$ cat config.mk
export PLATFORM = sky130hd
export DESIGN_NAME = spi_switch_arbiter
export DESIGN_NICKNAME = d
export VERILOG_FILES = /design/src/rtl/spi_switch_arbiter.sv
export SDC_FILE = /design/constraint.sdc
export NUM_CORES = 1
export LEC_CHECK = 0
export BUFFER_PORTS_ARGS = -buffer_cell sky130_fd_sc_hd__buf_2
export CAP_MARGIN = 40
export CORE_AREA = 2 2 61 63
export DETAILED_ROUTE_END_ITERATION = 12
export DIE_AREA = 0 0 63 65
export PLACE_DENSITY = 0.72
export SYNTH_ARGS = -nofsm -noshare
export SYNTH_HDL_FRONTEND = slang
export SYNTH_SLANG_ARGS = --single-unit
export TNS_END_PERCENT = 100
$ cat constraint.sdc
create_clock -name clk -period 2.2 [get_ports clk]
set_input_delay 0.11 -clock clk [delete_from_list [all_inputs] [get_ports clk]]
set_output_delay 0.11 -clock clk [all_outputs]
set_load 0.1 [all_outputs]
$ cat src/rtl/spi_switch_arbiter.sv
// spi_switch_arbiter
// Connects one of PORTS SPI master ports to a single shared slave bus.
// A switch never cuts an SPI transfer in progress: the current port is held
// until it releases ss_L, then the bus idles before the next port is connected.
module spi_switch_arbiter #(
    parameter int PORTS      = 4,
    parameter int GAP_CYCLES = 4,
    parameter int CPOL       = 0
) (
    input  logic                         clk,
    input  logic                         rst,
    // switch request channel
    input  logic                         sel_valid,
    output logic                         sel_ready,
    input  logic                         sel_en,
    // One bit wider than a port index when PORTS is a power of two, so that
    // an out-of-range request can be expressed and rejected.
    input  logic [$clog2(PORTS+1)-1:0]   sel_idx,
    output logic                         sel_err,
    input  logic                         err_clr,
    output logic [PORTS-1:0]             active,
    // shared slave bus
    output logic                         mosi,
    output logic                         sck,
    output logic                         ss_L,
    input  logic                         miso,
    // per-port master side
    input  logic [PORTS-1:0]             mosi_ports,
    input  logic [PORTS-1:0]             sck_ports,
    input  logic [PORTS-1:0]             ss_L_ports,
    output logic [PORTS-1:0]             miso_ports
);

    localparam int IDX_W  = $clog2(PORTS + 1);
    localparam int PIDX_W = (PORTS > 1) ? $clog2(PORTS) : 1;

    localparam logic [PORTS-1:0] ONE      = {{(PORTS-1){1'b0}}, 1'b1};
    localparam logic [7:0]       GAP_LOAD = 8'(GAP_CYCLES);
    localparam logic             SCK_IDLE = (CPOL != 0);

    typedef enum logic [1:0] {
        S_IDLE  = 2'd0,
        S_CONN  = 2'd1,
        S_DRAIN = 2'd2,
        S_GAP   = 2'd3
    } state_t;

    state_t              state;
    logic [PIDX_W-1:0]   cur;        // port currently routed (CONN/DRAIN)
    logic [PIDX_W-1:0]   tgt;        // port to connect after the gap
    logic                tgt_none;   // gap ends in IDLE instead of CONN
    logic [7:0]          gap_cnt;

    logic accept;
    logic bad_idx;
    logic same_port;
    logic route;

    // Request qualification; the handshake uses the registered ready.
    always_comb begin
        accept    = sel_valid && sel_ready;
        bad_idx   = sel_en && (sel_idx >= IDX_W'(PORTS));
        same_port = sel_en && (state == S_CONN) && (sel_idx == IDX_W'(cur));
    end

    // Control FSM with registered ready/active/error outputs.
    // GAP is entered with the counter loaded to GAP_CYCLES: the entry cycle is
    // the disconnect cycle, followed by GAP_CYCLES idle clocks before connect.
    always_ff @(posedge clk or posedge rst) begin
        if (rst) begin
            state     <= S_IDLE;
            cur       <= '0;
            tgt       <= '0;
            tgt_none  <= 1'b1;
            gap_cnt   <= '0;
            active    <= '0;
            sel_ready <= 1'b0;
            sel_err   <= 1'b0;
        end else begin
            // Clear first so a same-cycle rejection below wins.
            if (err_clr)
                sel_err <= 1'b0;

            case (state)
                S_IDLE, S_CONN: begin
                    sel_ready <= 1'b1;
                    if (accept) begin
                        if (bad_idx) begin
                            sel_err <= 1'b1;
                        end else if (!same_port) begin
                            tgt      <= sel_idx[PIDX_W-1:0];
                            tgt_none <= !sel_en;
                            if (state == S_CONN) begin
                                state     <= S_DRAIN;
                                active    <= '0;
                                sel_ready <= 1'b0;
                            end else if (sel_en) begin
                                state     <= S_GAP;
                                gap_cnt   <= GAP_LOAD;
                                sel_ready <= 1'b0;
                            end
                        end
                    end
                end

                S_DRAIN: begin
                    // Wait for the connected master to end its transfer.
                    if (ss_L_ports[cur]) begin
                        state   <= S_GAP;
                        gap_cnt <= GAP_LOAD;
                    end
                end

                S_GAP: begin
                    if (gap_cnt == 8'd0) begin
                        cur       <= tgt;
                        sel_ready <= 1'b1;
                        if (tgt_none) begin
                            state  <= S_IDLE;
                            active <= '0;
                        end else begin
                            state  <= S_CONN;
                            active <= ONE << tgt;
                        end
                    end else begin
                        gap_cnt <= gap_cnt - 8'd1;
                    end
                end

                default: begin
                    state     <= S_IDLE;
                    active    <= '0;
                    sel_ready <= 1'b0;
                end
            endcase
        end
    end

    // Bus routing: the selected port stays wired through DRAIN so the
    // transfer in flight completes; everything else sees idle levels.
    always_comb begin
        route      = (state == S_CONN) || (state == S_DRAIN);
        mosi       = 1'b0;
        sck        = SCK_IDLE;
        ss_L       = 1'b1;
        miso_ports = '0;
        if (route) begin
            mosi = mosi_ports[cur];
            sck  = sck_ports[cur];
            ss_L = ss_L_ports[cur];
            if (miso)
                miso_ports = ONE << cur;
        end
    end

endmodule

======== After elaboration in Yosys (flattened, before gate mapping) ========
Index checks and enable logic that the tools add are counted.
word-level totals
  memory bits (writable) .................. 0
  logic and storage cells ................. 91
  latch bits .............................. 0
  output and inout bits ................... 13
  ROM bits ................................ 0
  flip-flop bits (word level) ............. 21
  memories kept ........................... 0
operators by class
  div/mod/pow operators ................... 0
  add/sub/neg operators ................... 1
  bitwise logic cells ..................... 2
  reductions and logical operators ........ 16
  shifts and indexed selects .............. 2
  equal/unequal tests ..................... 14
  $lt $le $gt $ge ......................... 2
  multipliers ............................. 0
  multiplexer cells ....................... 46
operators with widths
  operator                                                    number
  two-way mux 8 bit                                           7
  two-way mux 4 bit                                           8
  one-hot mux 8 bit (3 select lines)                          1
  inequality test 2 bit, second input constant                9
  two-way mux 1 bit                                           17
  two-way mux 2 bit                                           7
  AND reduction 6 bit                                         2
  logical NOT 8 bit                                           1
  one-hot mux 4 bit (2 select lines)                          1
  left shift 1 x 2 -> 4 bit, first input constant             2
  subtractor 8 x 1 -> 8 bit, second input constant            1
  AND reduction 7 bit                                         1
  binary-select mux 1 bit (select 2 bit)                      3
  one-hot mux 2 bit (3 select lines)                          1
  == test 2 bit, second input constant                        2
  logical AND 1 bit                                           4
  AND reduction 2 bit                                         2
  AND reduction 4 bit                                         1
  == test 3 x 2 -> 1 bit                                      1
  >= comparator 3 bit, second input constant                  1
  less-than comparator 2 x 3 -> 1 bit, second input constant  1
  inequality test 3 bit, second input constant                1
  == test 2 x 1 -> 1 bit, second input constant               1
  logical NOT 2 bit                                           1
  6 further kinds                                             7

======== Longest topological paths before layout ========
  depth in word-level cells ............... 7
  gate-level depth with buffers ........... 8
  gate-level depth less buffers ........... 7

======== Least setup slack after synthesis ========
OpenSTA, ideal clock, no wires.
  path kind ............................... register to output
  from .................................... register cur[0]
  to ...................................... output port ss_L
  arrival time ............................ 2.894 ns
  required time ........................... 2.090 ns
  stages on the path, launching flop included .. 5
  buffers on the path ..................... 1
  slack ................................... -0.804 ns
  cells stage by stage .................... dfrtp_1 buf_6 mux2i_1 and2_1 o21ai_0
between the ends
  cells in the longest elaborated chain, start to end .. 3
ends and longest elaborated chain
  item                                     line  source
  start: declaration                       49    logic [PIDX_W-1:0] cur;
  start signal: assignment                 116   cur <= tgt;
  binary-select mux 1 bit (select 2 bit)   150   ss_L = ss_L_ports[cur];
  two-way mux 1 bit (implied by the code)  150
  two-way mux 1 bit                        147   if (route) begin
  end: declaration                         25    output logic ss_L,
Every way passes these cells. The select of a mux whose other input is x is not followed.

======== Worst setup path in the final report ========
  from .................................... register state[0]
  to ...................................... register tgt[0]
between the ends
  cells in the longest elaborated chain, start to end .. 5
  elaborated cells between the ends (all ways) .. 7
  those cells by class .................... 1 x eq/ne; 1 x bitwise; 5 x reduce/logical
ends and longest elaborated chain
  item                               line    source
  start: declaration                 48      state_t state;
  start signal: assignment           71      state <= S_IDLE;
  start signal: assignment           94      state <= S_DRAIN;
  start signal: assignment           98      state <= S_GAP;
  == test 2 x 1 -> 1 bit             63, 84
  logical AND 1 bit (2 in series)    63      same_port = sel_en && (state == S_CONN) && (sel_idx == IDX_W'(cur));
  inverter 1 bit (no line)           -
  AND reduction 4 bit (no line) (*)  -
  end signal: assignment             91      tgt <= sel_idx[PIDX_W-1:0];
  end: declaration                   50      logic [PIDX_W-1:0] tgt;
Every way passes the cells marked *; elsewhere a longest branch is shown, timed or not.
A chain may end at the register's enable or synchronous reset.

==> flow_metrics.py <==
metrics = {
    "sta": {
        "slew-limit-headroom_pct": 67.3,
        "max_freq_ghz": 0.490,
        "finalCriticalPeriod_ns": 2.04,
        "tightestPinTransition_ns": 0.494,
        "slew_violations": 0,
        "skew_ns": 0.00740,
        "grt_setup_unrepaired": "no",
        "final_hold_viol_count": 0,
        "setup_viol": 0,
        "finalCritPeriodShare_pct": 92.8,
    },
    "global_routing": {
        "grt_overflow": 0,
        "grt_max_degree": 22,
        "grt_use_met1_pct": 18.1,
        "grt_pass1_wl_um": 5000,
        "top_usage_layer": "met2",
        "grtUsageMet2_pct": 28.1,
        "grtUsageTotal_pct": 15.2,
        "first_global_vias": 1149,
        "gr-usage-met3_pct": 3.65,
        "antenna_found_initial": 0,
    },
    "finish": {
        "final_cells": 234,
        "nNetsFinal": 215,
        "area_growth_pct": 21.8,
        "antenna_cells": 0,
        "drive_gt1_share_pct": 33.9,
        "fin_area_um2": 1720,
    },
    "setup_path": {
        "cp_max_fo": 6,
        "cp_cell_sequence": "ha_1 > nand2_1 > or4_4 > nand3_1 > mux2_2",
        "end_kind": "register",
        "crit_arrival_ns": 2.24,
        "crit_path_start_kind": "register",
        "worst_ep_required_time_ns": 2.40,
        "crit_slowest_cell": "or4_4",
        "r2r-start": "state[0]",
        "critPathMaxStageDelay_ns": 0.55,
        "worst_r2r_endpoint": "tgt[0]",
        "criticalPathCategory": "register to register",
        "rr_worst_depth": 5,
        "rrSetupSlack_ns": 0.16,
    },
    "yosys": {
        "synth.distinct_cells": 44,
        "ys_seq_area_share_pct": 37.3,
        "synth-edff-count": 0,
        "synth.net_count": 174,
        "syn_avg_cell_area_um2": 9.68,
        "yosys_warnings": 0,
        "ys_async_sr_fraction_pct": 100,
        "netlist_instances": 146,
        "synth_flop_cell": "dfrtp_1",
        "ys_ff_latch": 21,
        "synth_area_um2": 1410,
    },
    "placement": {
        "dp.cells": 228,
        "hpwlAfterDp_um": 2290,
        "gp_congestion": 0.826,
        "place_area_um2": 1680,
        "io_buffers": 33,
    },
    "clocking": {
        "cts_root_buf": "clkbuf_4",
        "postCtsSetupBuffers": 0,
        "cts_tree": "built",
        "htreeDepth": 1,
        "worstSkewPairLatency_ns": 0.30,
        "clkTransAtPathRegs_ns": 0.11,
        "clock_path_buffers": 2,
        "cts.sinks": 21,
        "numCtsBuffers": 3,
    },
    "die": {
        "row_count": 22,
        "die_w_um": 63,
        "die-area_um2": 4100,
        "die_h_um": 65,
        "design.core.area_um2": 3500,
        "initial_utilization_pct": 40.4,
        "ios": 34,
    },
    "routing": {
        "drt-pass1-iter-count": 4,
        "routedWlPerCell_um": 12.0,
        "antenna_left": 0,
        "drt_iter0_drc": 67,
        "wl_um": 2810,
        "post-route-drc-count": 0,
        "vias_per_cell": 5.09,
        "vias": 1191,
    },
    "status": {
        "status": "completed",
    },
    "min_path": {
        "hp-start": "sel_en",
        "hold_end": "tgt_none",
        "min_path_type": "input pin to register",
        "worstHoldPathCells": 2,
    },
    "flow_run": {
        "max_cap_violations": 0,
    },
}
==> synth_stat cells (2+ instances only) <==
| cell type | number | area share [%] |
|---|---|---|
| mux2_2 | 9 | 7.2 |
| inv_1 | 9 | 2.4 |
| ha_1 | 7 | 6.2 |
| xor2_1 | 2 | 1.2 |
| o21ai_0 | 13 | 4.6 |
| nand2b_1 | 4 | 1.8 |
| o31ai_1 | 5 | 2.7 |
| nand2_1 | 13 | 3.5 |
| nor2b_1 | 3 | 1.3 |
| nor3b_1 | 2 | 1.1 |
| nand3_1 | 5 | 1.8 |
| and2_1 | 6 | 2.7 |
| dfrtp_1 | 20 | 35 |
| mux4_2 | 2 | 3.2 |
| nor2_1 | 9 | 2.4 |
| nor3_1 | 7 | 2.5 |
| a21oi_1 | 3 | 1.1 |
==> cells in the final DEF, fill, tap and decap left out, types with 3 or more instances in the layout <==
cell type and count:
nor2b_1 3, ha_1 7, nor2_1 7, inv_1 9
nor3_1 7, nand2b_1 4, clkbuf_4 3, dfrtp_1 19
nand3_1 5, a21oi_1 3, o31ai_1 5, buf_2 33
buf_4 4, and2_1 6, nand2_1 13, mux2_2 9
o21ai_0 12
==> per-layer routing <==
| metal | share of wire [%] | vias up |
|---|---|---|
| met3 | 4.1 | 2 |
| met4 | 0.28 | 0 |
| li1 | - | 607 |
| met5 | 0 | - |
| met1 | 43 | 556 |
| met2 | 52 | 26 |
==> state kept, by name (all words and copies together), names as in the netlist <==
signal and count:
active 4, sel_ready 1, tgt_none 1, state 2, sel_err 1, gap_cnt 8, cur 2, tgt 2
==> per-stage QoR <==
stage	util [%]	TNS (ns)	hold WS, ns	worst slack [ns]
2_1_floorplan	-	-1.65	0.0857	-0.802
3_3_place_gp	47.1	0	0.307	0.194
3_5_place_dp	47.9	0	0.171	0.176
4_1_cts	49.2	0	0.0304	0.144
5_1_grt	49.2	0	0.0586	0.0162
6_report	49.2	0	0.0389	0.158
==> worst max-delay path, delay by kind of cell, from the launching register on <==
kind	cells	cell delay, ns
muxes	1	0.36
adders and majority gates	1	0.29
DFF	1	0.45
and+or+nand+nor	3	0.83
==> timing repair <==
item | CTS | global route
endpoints found under the hold margin | 21 | 0
hold buffers | 2 | 0
endpoints found under the setup margin | 0 | 0
resized for setup | 0 | 0
==> cell type report <==
cell class,count,area [um^2]
clock buffers,4,26.3
well taps,48,60.1
multi-input cells,112,831
flip-flops and latches,21,528
inverters,9,33.8
fillers,339,1770
repair buffers,40,243
==> how the worst max path moves through the flow <==
| stage | depth (start not counted) | end | from | slack (ns) |
|---|---|---|---|---|
| 3_3_place_gp | 5 | tgt[0] | state[0] | 0.19 |
| 5_1_grt | 6 | tgt[0] | state[1] | 0.02 |
| 6_report | 5 | tgt[0] | state[0] | 0.16 |
| 3_5_place_dp | 5 | tgt[0] | state[0] | 0.18 |
| 4_1_cts | 5 | tgt[0] | state[0] | 0.14 |
| 2_1_floorplan | 4 | miso_ports[0] | state[0] | -0.80 |
==> cell families (layout without fill, tap and decap cells) <==
family	count (synthesis)	count (layout)	share of synthesized area, %
simple gates	56	56	21.7
compound gates	35	35	18.2
flops	21	21	37.3
buf+inv	13	53	4.34
mux	12	12	11.1
fa+ha+maj	7	7	6.19
xor+xnor	2	2	1.24
Power is not shown: default switching activity piles up to over one toggle a cycle in this logic, so the estimate is an artifact.
